File: src/rtl/pad_btn_conditioner_pkg.sv
// Shared types and constants for the push-button front end of pad_display.
// Optional auto-repeat is enabled by defining PAD_AUTOREPEAT_EN.
package pad_btn_conditioner_pkg;

  localparam int PAD_W = 3;

  typedef enum logic [1:0] {
    DB_RELEASED    = 2'd0,
    DB_PRESS_CHK   = 2'd1,
    DB_PRESSED     = 2'd2,
    DB_RELEASE_CHK = 2'd3
  } db_state_e;

  // Bit 0 is the leftmost pad in [0:2] order.
  localparam logic [0:PAD_W-1] PAD_L = 3'b100;
  localparam logic [0:PAD_W-1] PAD_M = 3'b010;
  localparam logic [0:PAD_W-1] PAD_R = 3'b001;

  // One-hot of the lowest set index; all-zero when nothing is requested.
  function automatic logic [0:PAD_W-1] pick_lowest(input logic [0:PAD_W-1] req);
    logic [0:PAD_W-1] g;
    g = '0;
    for (int i = PAD_W - 1; i >= 0; i--) begin
      if (req[i]) begin
        g    = '0;
        g[i] = 1'b1;
      end
    end
    return g;
  endfunction

endpackage

File: src/rtl/pad_btn_conditioner_debounce.sv
// One button: 2-FF synchroniser, debounce FSM and press event.
// With PAD_AUTOREPEAT_EN defined, a held button re-fires every REPEAT_CYCLES cycles.
module pad_btn_conditioner_debounce
  import pad_btn_conditioner_pkg::*;
#(
  parameter int DEBOUNCE_CYCLES = 1_000_000,
  parameter int CNT_W           = 20,
  parameter int REPEAT_CYCLES   = 25_000_000
) (
  input  logic      clk,
  input  logic      rst,
  input  logic      btn_raw,
  output logic      press_evt,
  output logic      held,
  output db_state_e state_dbg
);

  // Stop elaboration on a counter too narrow for the debounce interval.
  if (((longint'(1) << CNT_W) <= longint'(DEBOUNCE_CYCLES)) || (DEBOUNCE_CYCLES < 1) ||
      (REPEAT_CYCLES < 1)) begin : g_bad_cfg
    $error("pad_btn_conditioner_debounce: invalid parameter combination");
  end

  localparam logic [CNT_W-1:0] CNT_LAST = CNT_W'(DEBOUNCE_CYCLES - 1);

  logic             sync1;
  logic             sync2;
  db_state_e        state_q;
  db_state_e        state_d;
  logic [CNT_W-1:0] cnt_q;
  logic [CNT_W-1:0] cnt_d;
  logic             edge_evt;

  always_ff @(posedge clk) begin
    if (rst) begin
      sync1   <= 1'b0;
      sync2   <= 1'b0;
      state_q <= DB_RELEASED;
      cnt_q   <= '0;
    end else begin
      sync1   <= btn_raw;
      sync2   <= sync1;
      state_q <= state_d;
      cnt_q   <= cnt_d;
    end
  end

  always_comb begin
    state_d  = state_q;
    cnt_d    = cnt_q;
    edge_evt = 1'b0;
    case (state_q)
      DB_RELEASED: begin
        if (sync2) begin
          state_d = DB_PRESS_CHK;
          cnt_d   = '0;
        end
      end
      DB_PRESS_CHK: begin
        if (!sync2) begin
          state_d = DB_RELEASED;
        end else if (cnt_q == CNT_LAST) begin
          state_d  = DB_PRESSED;
          edge_evt = 1'b1;
        end else begin
          cnt_d = cnt_q + CNT_W'(1);
        end
      end
      DB_PRESSED: begin
        if (!sync2) begin
          state_d = DB_RELEASE_CHK;
          cnt_d   = '0;
        end
      end
      DB_RELEASE_CHK: begin
        if (sync2) begin
          state_d = DB_PRESSED;
        end else if (cnt_q == CNT_LAST) begin
          state_d = DB_RELEASED;
        end else begin
          cnt_d = cnt_q + CNT_W'(1);
        end
      end
      default: state_d = DB_RELEASED;
    endcase
  end

  assign held      = (state_q == DB_PRESSED) || (state_q == DB_RELEASE_CHK);
  assign state_dbg = state_q;

`ifdef PAD_AUTOREPEAT_EN
  localparam int             RPT_W    = $clog2(REPEAT_CYCLES + 1);
  localparam logic [RPT_W-1:0] RPT_LAST = RPT_W'(REPEAT_CYCLES - 1);

  logic [RPT_W-1:0] rpt_q;
  logic             rpt_run;
  logic             rpt_fire;

  // Counts only while settled in PRESSED; any excursion restarts the period.
  assign rpt_run  = (state_q == DB_PRESSED) && sync2;
  assign rpt_fire = rpt_run && (rpt_q == RPT_LAST);

  always_ff @(posedge clk) begin
    if (rst || !rpt_run || rpt_fire) begin
      rpt_q <= '0;
    end else begin
      rpt_q <= rpt_q + RPT_W'(1);
    end
  end

  assign press_evt = edge_evt | rpt_fire;
`else
  assign press_evt = edge_evt;
`endif

endmodule

File: src/rtl/pad_btn_conditioner.sv
// Three debounced buttons feeding a pending/arbiter stage that drives one-hot pad pulses.
// Define PAD_AUTOREPEAT_EN to add auto-repeat while a button is held.
module pad_btn_conditioner
  import pad_btn_conditioner_pkg::*;
#(
  parameter int DEBOUNCE_CYCLES = 1_000_000,
  parameter int CNT_W           = 20,
  parameter int REPEAT_CYCLES   = 25_000_000
) (
  input  logic                 clk,
  input  logic                 rst,
  input  logic [PAD_W-1:0]     btn_raw,
  output logic [0:PAD_W-1]     pad,
  output logic [PAD_W-1:0]     btn_held,
  output logic                 overflow,
  output logic [2*PAD_W-1:0]   dbg_state
);

  // pad is a fire-and-forget pulse: no valid/ready, the consumer counts every high cycle.
  logic [0:PAD_W-1] press_evt;
  logic [0:PAD_W-1] pending_q;
  logic [0:PAD_W-1] pending_d;
  logic [0:PAD_W-1] grant;
  logic             overflow_d;
  db_state_e        db_state [PAD_W];

  for (genvar i = 0; i < PAD_W; i++) begin : g_btn
    pad_btn_conditioner_debounce #(
      .DEBOUNCE_CYCLES (DEBOUNCE_CYCLES),
      .CNT_W           (CNT_W),
      .REPEAT_CYCLES   (REPEAT_CYCLES)
    ) u_debounce (
      .clk       (clk),
      .rst       (rst),
      .btn_raw   (btn_raw[i]),
      .press_evt (press_evt[i]),
      .held      (btn_held[i]),
      .state_dbg (db_state[i])
    );
    assign dbg_state[2*i +: 2] = db_state[i];
  end

  // A bit emitted this cycle is not eligible next cycle, so pad never stays high on one bit.
  always_comb begin
    grant      = pick_lowest(pending_q & ~pad);
    pending_d  = (pending_q & ~grant) | press_evt;
    overflow_d = overflow | (|(press_evt & pending_q & ~grant));
  end

  always_ff @(posedge clk) begin
    if (rst) begin
      pending_q <= '0;
      pad       <= '0;
      overflow  <= 1'b0;
    end else begin
      pending_q <= pending_d;
      pad       <= grant;
      overflow  <= overflow_d;
    end
  end

endmodule

File: config.mk
export PLATFORM = sky130hd
export DESIGN_NAME = pad_btn_conditioner
export DESIGN_NICKNAME = d
export VERILOG_FILES = /design/src/rtl/pad_btn_conditioner_pkg.sv /design/src/rtl/pad_btn_conditioner_debounce.sv /design/src/rtl/pad_btn_conditioner.sv
export SDC_FILE = /design/constraint.sdc
export NUM_CORES = 1
export LEC_CHECK = 0
export CELL_PAD_IN_SITES_DETAIL_PLACEMENT = 1
export CELL_PAD_IN_SITES_GLOBAL_PLACEMENT = 1
export CORE_UTILIZATION = 39
export DETAILED_ROUTE_END_ITERATION = 10
export GPL_ROUTABILITY_DRIVEN = 0
export MAX_ROUTING_LAYER = met4
export PLACE_DENSITY_LB_ADDON = 0.1
export RECOVER_POWER = 25
export SYNTH_ARGS = -nofsm -noshare
export SYNTH_HDL_FRONTEND = slang
export SYNTH_SLANG_ARGS = --single-unit
File: constraint.sdc
create_clock -name clk -period 1.8 [get_ports clk]
set_input_delay 0.18 -clock clk [delete_from_list [all_inputs] [get_ports clk]]
set_output_delay 0.18 -clock clk [all_outputs]
set_load 0.05 [all_outputs]
==> results by stage <==
STA:
- The smallest setup slack after layout is -0.164 ns.
- The slew at the pin closest to its max-slew limit is 0.525 ns.
- Dividing the final minimum period by the clock period gives 1.09.
- Clock skew on the completed layout was measured at 0.0146 ns.
- Derived from the worst setup path, the maximum achievable clock frequency is 0.509 GHz.
- The count of final hold-check violations is 0.
- The final count of pins violating max slew is 0.
- Measured against its own limit, the worst slew margin works out to 0.649.
- The minimum period implied by the final worst setup slack is 1.96 ns.
- Setup repair after global routing could not meet its margin everywhere.
- Setup violations remaining at the end of the flow were counted as 31.

GRT:
- The number of antenna violations at the first check in global routing is 0.
- Global routing finished with a remaining overflow of 0.
- The wire length of the first global-routing pass is 17900 um.
- For this run, the total global-route usage over all layers was measured as 0.229.
- The number of global-route vias before repair came to 3694.
- The largest net degree at the start of global routing is 19.

Final layout:
- The synthesis-to-layout area growth is 43.0%.
- The top cell types in the final layout, fill and taps aside, are 75 x sky130_fd_sc_hd__buf_4, 64 x sky130_fd_sc_hd__dfxtp_1, 36 x sky130_fd_sc_hd__nand2_1, 35 x sky130_fd_sc_hd__nor2_1.
- Leaving out fill and tap cells, the most frequent cell in the layout is sky130_fd_sc_hd__buf_4.
- The share of final-layout standard cells stronger than drive strength 1 is 0.356.
- The total non-filler cell area in the finished layout is 5430 um2.
- The count of cells in the finished layout, fillers not included, comes to 677.
- The number of antenna diodes in the final layout is 0.
- Counting the fill cells in the layout gives 1061.
- After the last flow step, the layout net total stands at 552.

Run status:
- The checks that failed: negative setup slack.
- The run finished, with violations left.

Placement:
- The placed cell count is 642.
- The placed instances occupy a cell area of 4590 um2.
- The HPWL after detailed placement is 7460 um.
- The minimum setup slack after placement is -0.0876 ns.
- The number of I/O port buffers is 17.

Worst setup path:
- STA classifies the critical path startpoint as a flop.
- For the worst flop-to-flop path, the logic depth is 7.
- The critical path is of the reg2reg type.
- The launching point of the worst reg2reg path is g_btn[0].u_debounce.cnt_q[7].
- In this run the critical register-to-register path is captured at g_btn[0].u_debounce.cnt_q[9].
- The endpoint kind of the worst setup timing path is a flop.
- The critical path data arrival time is 2.22 ns.
- Along the worst path, the maximum fanout reaches 5.
- STA puts the critical path data required time at 2.05 ns.
- Setup slack on the worst reg-to-reg path comes out at -0.16 ns.

Clock network:
- CTS saw 79 sinks.
- The number of CTS-inserted buffers is 9.
- The maximum number of buffers from clock root to sink is 2.
- The number of H-tree levels is 3.
- The root buffer selected by CTS is sky130_fd_sc_hd__clkbuf_8.
- After clock tree synthesis, the clock-pin slew on the worst setup and hold paths is 0.09 ns.
- The clock insertion delay at the later pin of the skew report is 0.35 ns.
- TritonCTS built the clock tree.

Logic synthesis:
- The number of enable-type register cells in the synthesized netlist is 0.
- Among all flip-flop cells after synthesis, the most frequent one is sky130_fd_sc_hd__dfxtp_1.
- The area of the mapped netlist is 3800 um2.
- After synthesis, the mean cell area works out to 8.57 um2.
- Counting flops and latches in the post-synthesis netlist gives 79.
- The number of distinct library cells after synthesis is 56.
- For this run, asynchronously set or reset flops after synthesis account for 0.
- In the synthesized netlist, the number of instances is 443.
- The total number of yosys warnings is 0.
- The sequential share of the synthesized area is 0.416.
- The net count after synthesis is 451.

Detailed routing:
- The number of DRC violations after detailed-routing iteration 0 is 108.
- In the detailed route, the total length drawn on met2 is 6110 um.
- The final route contains 3801 vias.
- Summed over all layers, the routed wires come to 12400 um.
- The number of detailed-route iterations in the first pass is 4.
- The wire length on met1 is 5620 um.
- The post-detailed-route wirelength per cell is 18.3 um.
- The DRC violation count after routing is 0.
- The highest layer touched by signal routing is met4.
- The count of nets left with antenna violations once routing finished came out at 0.
- After detailed routing, the number of vias per cell comes to 5.61.
- The met3 wire length is 341 um.

Worst hold path:
- The worst hold path terminates at g_btn[1].u_debounce.sync1.
- The worst hold path passes through 2 cells.
- The tightest min-delay check is of the in2reg type.
- The critical hold path startpoint is btn_raw[1].

Power and ir drop:
- Summed over all cells, the static leakage comes to 2.00 nW.
- IR analysis of the VDD net gives a maximum drop of 0.000468 V.
- The total design power is 3.57 mW.
- The power density over cell area is 658 nW/um2.

Floorplan:
- The number of rows in the core area is 35.
- The core region is 9330 um2.
- The die span in x is 101 um.
- The height of the die is 101 um.
- The starting utilization of the core area is 0.407.
- The area of the die is 10100 um2.
- In this run the count of I/O pins placed on the die edge is 18.

Flow run:
- The tool flagged a number of max-cap violations equal to 0.
==> layout make-up <==
type	count	area (um2)	area share
clock buffers	12	155	0.0286
clock inverters	3	90.1	0.0166
inverters	12	45.0	0.00830
multi-input cells	335	2450	0.451
flip-flops and latches	79	1610	0.296
well taps	129	161	0.0297
repair buffers	107	923	0.170
==> state kept, by name, indices dropped and copies added, names as in the netlist, named ones only <==
name                        flops
g_btn.u_debounce.state_dbg      3
pending_q                       3
pad                             3
g_btn.u_debounce.sync1          3
overflow                        1
g_btn.u_debounce.cnt_q         60
g_btn.u_debounce.sync2          3
==> cell usage after synthesis (all sizes together), types with 2 or more instances <==
master  count  area share
and2        4      0.0066
or2         3      0.0049
nor4bb      2      0.0053
a21oi      30       0.040
mux2        2      0.0059
xnor2      14       0.032
nor2b      11       0.018
nor3       11       0.014
nand2b      5      0.0082
buf        10       0.019
a31o        2      0.0046
a31oi       2      0.0033
mux2i       4       0.011
o31ai       6       0.012
nor4b       2      0.0046
nor2       39       0.039
or3        21       0.035
and3        4      0.0066
or4b        2      0.0063
inv        12       0.012
nand2      36       0.036
nand3      23       0.034
or4        13       0.026
dfxtp      79        0.42
and4        7       0.016
o21bai      2      0.0040
o211ai      7       0.014
a22o        4      0.0092
nor4       10       0.024
nand4      17       0.028
ha          3      0.0099
clkbuf      9      0.0089
o21ai      26       0.034
xor2        9       0.021
==> kinds of logic after synthesis <==
logic type / count (synthesis) / share of synthesized area
flip-flops: 79 / 0.416
AO/OA/AOI/OAI: 87 / 0.142
adder cells (fa/ha/maj): 3 / 0.00989
AND/OR/NAND/NOR: 214 / 0.323
XOR/XNOR: 23 / 0.0530
multiplexers: 6 / 0.0165
buffers and inverters: 31 / 0.0395
==> what timing repair did <==
item / in CTS / in global routing
setup endpoints to repair: 32 / 51
setup buffers: 1 / 14
hold buffers: 0 / 0
gates cloned: 1 / 5
pin swaps: 7 / 49
resized for setup: 15 / 105
==> layer usage <==
| metal | vias up | global-route usage |
|---|---|---|
| met5 | - | - |
| met4 | 0 | 0.0468 |
| met3 | 31 | 0.0374 |
| met2 | 83 | 0.388 |
| met1 | 1868 | 0.288 |
| li1 | 1819 | - |
==> how the worst max path moves through the flow <==
stage / from / endpoint / depth (start not counted)
2_1_floorplan: g_btn[1].u_debounce.cnt_q[1] / g_btn[1].u_debounce.cnt_q[14] / 6
3_3_place_gp: g_btn[0].u_debounce.cnt_q[6] / flop / 6
3_5_place_dp: g_btn[0].u_debounce.cnt_q[6] / flop / 6
4_1_cts: g_btn[2].u_debounce.cnt_q[10] / overflow / 6
5_1_grt: g_btn[0].u_debounce.cnt_q[7] / g_btn[0].u_debounce.cnt_q[9] / 7
6_report: g_btn[0].u_debounce.cnt_q[7] / g_btn[0].u_debounce.cnt_q[9] / 7
==> report_power, final <==
part / internal (mW) / switching [mW] / total [mW] / leakage (nW)
Combinational: 0.0596 / 0.0916 / 0.151 / 1.23
Sequential: 1.75 / 0.00939 / 1.76 / 0.646
Clock: 0.993 / 0.666 / 1.66 / 0.123
Total: 2.80 / 0.767 / 3.57 / 2.00
==> worst max-delay path: stages, from the launching register on <==
cell and delay [ns]:
sky130_fd_sc_hd__dfxtp_4 0.37, sky130_fd_sc_hd__buf_6 0.13, sky130_fd_sc_hd__nor4_4 0.28, sky130_fd_sc_hd__nand4b_1 0.24, sky130_fd_sc_hd__o31ai_4 0.38, sky130_fd_sc_hd__buf_6 0.18, sky130_fd_sc_hd__o21ai_1 0.06, sky130_fd_sc_hd__a21oi_1 0.24
==> stage by stage <==
step | util | setup TNS (ns) | hold slack, ns
after global placement | 0.493 | -0.130 | 0.421
final | 0.582 | -1.77 | 0.398
after floorplan | - | -0.00869 | 0.308
after global routing | 0.582 | -3.89 | 0.387
after detailed placement | 0.493 | -0.603 | 0.430
after CTS | 0.527 | -0.0994 | 0.382
(Power assumes the default switching activity.)
